==> src/rtl/adc_word_packer.sv <==
// Packs pairs of kept (optionally decimated) ADC samples into tagged 32-bit words for the FIFO-to-SPI stage.
// Optional feature macro PACKER_PARITY_EN: bit 31 becomes even parity over [30:0] and the tag narrows to 3 bits.
module adc_word_packer #(
    parameter int          SAMPLE_W = 12,
    parameter int          DECIM    = 1,
    parameter logic [13:0] PAD      = 14'h3FFF
) (
    input  logic                clk,
    input  logic                nrst,
    input  logic                en,
    input  logic                s_valid,
    input  logic [SAMPLE_W-1:0] s_data,
    input  logic                flush,
    output logic                we,
    output logic [31:0]         dout,
    output logic                busy
);

    localparam int DCNT_W = (DECIM > 1) ? $clog2(DECIM) : 1;
`ifdef PACKER_PARITY_EN
    localparam int TAG_W = 3;
`else
    localparam int TAG_W = 4;
`endif

    typedef enum logic [1:0] {
        ST_IDLE = 2'd0,
        ST_HALF = 2'd1,
        ST_EMIT = 2'd2
    } state_t;

    state_t            state_q, state_d;
    logic [DCNT_W-1:0] dcnt_q, dcnt_d;
    logic [TAG_W-1:0]  wtag_q, wtag_d;
    logic [13:0]       slot_a_q, slot_a_d;
    logic [31:0]       dout_q, dout_d;
    logic              we_q, we_d;
    logic              busy_q, busy_d;
    logic              kept_s;
    logic [13:0]       sample_s;

    function automatic logic [31:0] build_word(input logic [TAG_W-1:0] tag,
                                               input logic [13:0] a,
                                               input logic [13:0] b);
        logic [31:0] word;
`ifdef PACKER_PARITY_EN
        word = {1'b0, tag, a, b};
        word[31] = ^word[30:0];
`else
        word = {tag, a, b};
`endif
        return word;
    endfunction

    assign sample_s = 14'(s_data);
    assign kept_s   = en & s_valid & (dcnt_q == '0);

    // Next-state logic: decimation counter, pairing FSM, word assembly.
    always_comb begin
        state_d  = state_q;
        dcnt_d   = dcnt_q;
        wtag_d   = wtag_q;
        slot_a_d = slot_a_q;
        dout_d   = dout_q;

        if (!en) begin
            dcnt_d = '0;
        end else if (s_valid) begin
            if (dcnt_q == DCNT_W'(DECIM - 1)) begin
                dcnt_d = '0;
            end else begin
                dcnt_d = dcnt_q + DCNT_W'(1);
            end
        end else begin
            dcnt_d = dcnt_q;
        end

        // The tag advances after every emitted word, even if en drops meanwhile.
        if (state_q == ST_EMIT) begin
            wtag_d = wtag_q + TAG_W'(1);
        end else begin
            wtag_d = wtag_q;
        end

        if (!en) begin
            state_d  = ST_IDLE;
            slot_a_d = 14'h0000;
        end else begin
            case (state_q)
                ST_IDLE: begin
                    if (kept_s && flush) begin
                        dout_d  = build_word(wtag_q, sample_s, PAD);
                        state_d = ST_EMIT;
                    end else if (kept_s) begin
                        slot_a_d = sample_s;
                        state_d  = ST_HALF;
                    end else begin
                        state_d = ST_IDLE;
                    end
                end
                ST_HALF: begin
                    if (kept_s) begin
                        dout_d  = build_word(wtag_q, slot_a_q, sample_s);
                        state_d = ST_EMIT;
                    end else if (flush) begin
                        dout_d  = build_word(wtag_q, slot_a_q, PAD);
                        state_d = ST_EMIT;
                    end else begin
                        state_d = ST_HALF;
                    end
                end
                ST_EMIT: begin
                    if (kept_s) begin
                        slot_a_d = sample_s;
                        state_d  = ST_HALF;
                    end else begin
                        state_d = ST_IDLE;
                    end
                end
                default: begin
                    state_d  = ST_IDLE;
                    slot_a_d = 14'h0000;
                end
            endcase
        end

        we_d   = (state_d == ST_EMIT);
        busy_d = (state_d == ST_HALF);
    end

    // State and registered outputs.
    always_ff @(posedge clk or negedge nrst) begin
        if (!nrst) begin
            state_q  <= ST_IDLE;
            dcnt_q   <= '0;
            wtag_q   <= '0;
            slot_a_q <= 14'h0000;
            dout_q   <= 32'h0000_0000;
            we_q     <= 1'b0;
            busy_q   <= 1'b0;
        end else begin
            state_q  <= state_d;
            dcnt_q   <= dcnt_d;
            wtag_q   <= wtag_d;
            slot_a_q <= slot_a_d;
            dout_q   <= dout_d;
            we_q     <= we_d;
            busy_q   <= busy_d;
        end
    end

    assign we   = we_q;
    assign dout = dout_q;
    assign busy = busy_q;

endmodule

==> config.mk <==
export PLATFORM = sky130hd
export DESIGN_NAME = adc_word_packer
export DESIGN_NICKNAME = d
export VERILOG_FILES = /design/src/rtl/adc_word_packer.sv
export SDC_FILE = /design/constraint.sdc
export NUM_CORES = 1
export LEC_CHECK = 0
export CELL_PAD_IN_SITES_DETAIL_PLACEMENT = 1
export CELL_PAD_IN_SITES_GLOBAL_PLACEMENT = 1
export CORE_MARGIN = 1
export CORE_UTILIZATION = 43
export DETAILED_ROUTE_END_ITERATION = 8
export DONT_BUFFER_PORTS = 1
export GPL_TIMING_DRIVEN = 0
export PLACE_DENSITY = 0.75
export SYNTH_ARGS = -nofsm -noshare
export SYNTH_HDL_FRONTEND = slang
export SYNTH_SLANG_ARGS = --single-unit
==> constraint.sdc <==
create_clock -name clk -period 2.75 [get_ports clk]
set_clock_uncertainty 0.05 [all_clocks]
set_input_delay 0.6875 -clock clk [delete_from_list [all_inputs] [get_ports clk]]
set_output_delay 0.6875 -clock clk [all_outputs]
set_load 0.005 [all_outputs]
==> results of run 1 <==
## metal layers
layer	track usage, %	up-vias	routed length, um
met3	5.35	4	273
met2	31.4	38	2350
li1	-	558	-
met4	5.13	0	24
met5	0	-	0
met1	21.7	660	1770
## per-stage QoR
step / power, mW / hold slack [ps]
global placement: 1.28 / 343
finish: 1.73 / 26.7
floorplan: 1.23 / 342
CTS: 1.76 / 9.51
detailed placement: 1.31 / 343
global route: 1.83 / 4.06
## cell usage after synthesis
library cell  count
nor2_1            2
and3b_4           1
mux2i_1          12
nor2b_1           3
o22a_1           12
and2b_1           2
nand2b_1          1
maj3_2            1
xor2_1            1
mux2_4           15
mux2_2           13
ha_1              1
buf_6             5
o21ai_1           1
xnor2_1           2
o21a_1            1
inv_1            13
a32oi_1           1
buf_2             1
nand2_1          13
nand4_1           1
mux2_1            1
buf_4             4
nand3_2           1
clkbuf_1          1
conb_1            1
and3b_1           1
dfrtp_1          49
o21ba_2           1
## cell families (layout without fill, tap and decap cells)
kind of cell	after synthesis	after routing	synth area share, %
buffers and inverters	24	33	6.55
multiplexers	41	41	22.9
AO/OA/AOI/OAI	16	16	6.21
AND/OR/NAND/NOR	25	25	6.09
flip-flops	49	49	55.8
XOR/XNOR	3	3	1.20
other	1	2	0.171
adder cells (fa/ha/maj)	2	2	1.08
## power by group
part / internal (mW) / leakage, nW / switching [mW] / total [mW]
Clock: 0.204 / 0.0512 / 0.236 / 0.440
Combinational: 0.198 / 0.454 / 0.0997 / 0.298
Sequential: 0.870 / 0.574 / 0.126 / 0.996
## cell type report
cell class                      instances  area, um2
Tap cell                               67       83.8
Sequential cell                        49       1230
Inverter                               13       48.8
Clock inverter                          2       13.8
Buffer                                 11       95.1
Timing Repair Buffer                    1       10.0
Multi-Input combinational cell         89        831
Clock buffer                            6       82.6
Fill cell                             501       2430
## placed cells by master (no fill, tap or decap), types with 4 or more instances in the layout
cell type and instances:
dfrtp_1 49, mux2_4 15, inv_1 13, nand2_1 13
mux2_2 13, o22a_1 12, mux2i_1 12, clkbuf_8 6
buf_6 5, buf_4 4
## registers in the layout (all words and copies together) (netlist names)
| signal | cells |
|---|---|
| dout | 29 |
| slot_a_q | 12 |
| wtag_q | 4 |
| state_q | 2 |
| busy | 1 |
| we | 1 |
## path summary, 6_finish.rpt
kind,to,slack [ps]
max,dout[19],1000
min,dout[9],30
max reg2reg,dout[19],1000
min reg2reg,wtag_q[3],440
max in group asynchronous,dout[24],1420
min in group clk,wtag_q[3],440
## timing repair
item,CTS,global route
resized for setup,0,0
hold buffers,0,1
hold endpoints to repair,0,15
==> flow_summary.json, run 1 <==
{
  "status": "finished, final reports clean",
  "cap_violations": 0,
  "yosysUniqueCellTypes": 29,
  "overflow": 0,
  "place.gp.congestion": 0.789,
  "yosys_warnings": 0,
  "setup-tns-final_ps": 0,
  "nNetsFinal": 188,
  "dieWidth_um": 73.5,
  "grt_antenna_before_repair": 0,
  "cts_setup_buffers": 0,
  "dp_cells": 229,
  "yosysTopAreaCellShare_pct": 55.8,
  "ant_nets": 0,
  "post-route-util_pct": 49.6,
  "cts_tree": "yes",
  "die_area_um2": 5400,
  "worst_path_most_repeated_cell": "buf_6",
  "setup_ws_ps": 1000,
  "ios": 51,
  "cp_data_required_time_ps": 2880,
  "drtPass1Iterations": 3,
  "finalSetupViolations": 0,
  "syn-cell-area_um2": 2200,
  "crit_chain": "nor2b_1, buf_6, buf_6, mux2_2, mux2_4",
  "cts.sinks": 49,
  "crit_buf_inv": 2,
  "grt_pass1_wl_um": 7120,
  "min_period_ps": 1750,
  "slew_viol_final": 0,
  "startpoint": "state_q[0]",
  "path_max_fanout": 10,
  "cp-start-kind": "flop",
  "arrival_ps": 1880,
  "grt_max_degree": 50,
  "drtIter0Drc": 37,
  "cts_buffer_depth": 2,
  "synth_area_leaders": "dfrtp_1, mux2_4, mux2_2",
  "hold_violations": 0,
  "vias": 1260,
  "ys_seq_elements": 49,
  "dpl_cell_area_um2": 2280,
  "viasPerCell": 5.29,
  "rsz0062_at_grt": "no",
  "diodes": 0,
  "reg2reg_depth": 5,
  "remaining_drc_errors": 0,
  "grt.total_usage_pct": 18.1,
  "core_area_um2": 4820,
  "start_util_pct": 45.6,
  "synthCells": 161,
  "wl_um": 4410,
  "slew_headroom_pct": 55.5,
  "worst-setup-path-type": "reg -> reg",
  "r2r-start": "state_q[0]",
  "cp_num_cells": 5,
  "die_y_um": 73.5,
  "clock_latency_ps": 300,
  "hold_class": "in -> async",
  "hpwl_um": 3150,
  "p_leak_nw": 1.08,
  "tightest_slew_ps": 665,
  "cts-root-buf": "clkbuf_8",
  "num_rows": 25,
  "power-per-cell-area_nw_per_um2": 725,
  "io_buffers": 0,
  "clock.fmax_ghz": 0.573,
  "cts_buffers": 5,
  "dp_slack_ps": 894,
  "wl_per_cell_um": 18.5,
  "critPathSlowestCell": "dfrtp_1",
  "ys_seq_area_share_pct": 55.8,
  "area_growth_pct": 8.83,
  "max_stage_delay_ps": 460,
  "irDropWorstVdd_mv": 0.276,
  "postSynthAreaPerCell_um2": 13.6,
  "finalInstanceArea_um2": 2390,
  "fin_cells": 238,
  "cts.clk_slew.worst_paths_ps": 90,
  "critPathCaptureType": "flop",
  "htreeDepth": 2,
  "grt_pass1_vias": 1401,
  "yosysTopAreaCell": "dfrtp_1",
  "cp_top_family": "multiplexers",
  "fin_crit_sh_pct": 63.5,
  "drive_above_1_share_pct": 29.2
}
(Power assumes the default switching activity.)
==> run 2: changes to the inputs <==
clock period = 1.64 ns   (was 2.75 ns; I/O delays follow)
==> run 2 against run 1 <==
Compared with the run above: maximum frequency grew 8.1%; highest routed layer unchanged; register-to-register slack lost 980 ps; clock power grew 69%; largest cell class unchanged; global-route usage is essentially flat; worst hold slack gained 150 ps; sequential power grew 68%.
==> flow_summary.json, run 2 (synthesis gave the netlist of run 1 again) <==
{
  "cts_tree": "yes",
  "fin_crit_sh_pct": 98.5,
  "place.gp.congestion": 0.789,
  "ios": 51,
  "viasPerCell": 5.30,
  "cts.sinks": 49,
  "start_util_pct": 45.6,
  "clock.fmax_ghz": 0.619,
  "overflow": 0,
  "area_growth_pct": 10.4,
  "final_cell_mix": "dfrtp_1, mux2_4, inv_1, nand2_1, mux2_2",
  "grt_antenna_before_repair": 0,
  "core_area_um2": 4820,
  "grt_pass1_vias": 1423,
  "ant_nets": 0,
  "nNetsFinal": 187,
  "hold_path_depth": 1,
  "cp-start-kind": "flop",
  "hold_class": "in -> reg",
  "critPathCaptureType": "flop",
  "grt_max_degree": 50,
  "cts.clk_slew.worst_paths_ps": 90,
  "final_common_cell": "dfrtp_1",
  "critPathSlowestCell": "dfrtp_2",
  "cp_num_cells": 4,
  "die_y_um": 73.5,
  "diodes": 0,
  "min_period_ps": 1620,
  "io_buffers": 0,
  "cts-root-buf": "clkbuf_8",
  "largest_register_ffs": 29,
  "max_stage_delay_ps": 460,
  "rsz0062_at_grt": "no",
  "finalSetupViolations": 0,
  "cts_buffer_depth": 2,
  "cp_data_required_time_ps": 1770,
  "power-per-cell-area_nw_per_um2": 1210,
  "clock_latency_ps": 300,
  "cp_top_family": "flip-flops",
  "die_area_um2": 5400,
  "hpwl_um": 3150,
  "hold_ws_ps": 180,
  "hold_violations": 0,
  "drtIter0Drc": 34,
  "setup_ws_ps": 24.1,
  "drtPass1Iterations": 3,
  "grt_pass1_wl_um": 7140,
  "cap_violations": 0,
  "dieWidth_um": 73.5,
  "wl_um": 4470,
  "total_power_mw": 2.94,
  "vias": 1255,
  "crit_chain": "maj3_2, and3b_4, buf_12, mux2_4",
  "dp_slack_ps": -99.6,
  "reg2reg_depth": 4,
  "htreeDepth": 2,
  "status": "finished, final reports clean",
  "drive_above_1_share_pct": 31.2,
  "arrival_ps": 1750,
  "grt.total_usage_pct": 18.1,
  "remaining_drc_errors": 0,
  "wl_per_cell_um": 18.9,
  "cts_buffers": 5,
  "irDropWorstVdd_mv": 0.466,
  "num_rows": 25,
  "slew_viol_final": 0,
  "worst-setup-path-type": "reg -> reg",
  "path_max_fanout": 10,
  "crit_buf_inv": 1,
  "p_leak_nw": 1.09
}
-- run 2: cell count changes in the layout (fill, tap and decap cells not counted), sizes merged --
cell,previous run,this run
clkbuf,7,6
-- run 2: power by group --
part	switching (mW)	total, mW	internal, mW	leakage (nW)
Sequential	0.213	1.67	1.46	0.573
Combinational	0.184	0.524	0.340	0.465
Clock	0.402	0.744	0.342	0.0512
Total	0.800	2.94	2.14	1.09
-- run 2: path summary, 6_finish.rpt --
path / from / endpoint / slack, ps
worst min register to register: wtag_q[3] / wtag_q[3] / 440
worst max register to register: state_q[0] / dout[17] / 20
max in group asynchronous: nrst / state_q[0] / 760
worst min-delay path: s_data[7] / dout[7] / 180
worst max-delay path: state_q[0] / dout[17] / 20
min in group asynchronous: nrst / wtag_q[0] / 570
-- run 2: what timing repair did --
action                     in CTS  in global routing
gates resized for setup         2                  4
pin swaps                       0                  1
setup buffers                   0                  0
hold endpoints to repair       49                  0
hold buffers                    2                  0
setup endpoints to repair      26                 20
-- run 2: area by class of cell --
cell class	count	area (um2)
plain buffers	9	88.8
fillers	493	2390
clock buffers	6	82.6
inverters	13	48.8
repair buffers	2	37.5
well taps	67	83.8
clock inverters	2	13.8
multi-input cells	89	842
flip-flops and latches	49	1230
-- run 2: per-stage QoR --
step	instance area, um2	std cells	utilization (%)	setup TNS, ps
floorplan	2200	162	-	0
global placement	2280	229	47.4	-327
detailed placement	2280	229	47.4	-970
CTS	2410	238	50.1	0
global route	2420	237	50.3	0
finish	2420	237	50.3	0
-- run 2: layer usage --
layer | global-route usage, % | vias to the layer above | wire [um]
met5 | 0 | - | 0
met4 | 5.77 | 0 | 24
met3 | 5.49 | 4 | 260
met2 | 31.9 | 38 | 2390
met1 | 21.0 | 656 | 1800
li1 | - | 557 | -
-- run 2: worst reg2reg max path, stage by stage (launching register included) --
cell     delay [ps]
dfrtp_2         460
maj3_2          330
and3b_4         210
buf_12          150
mux2_4          300
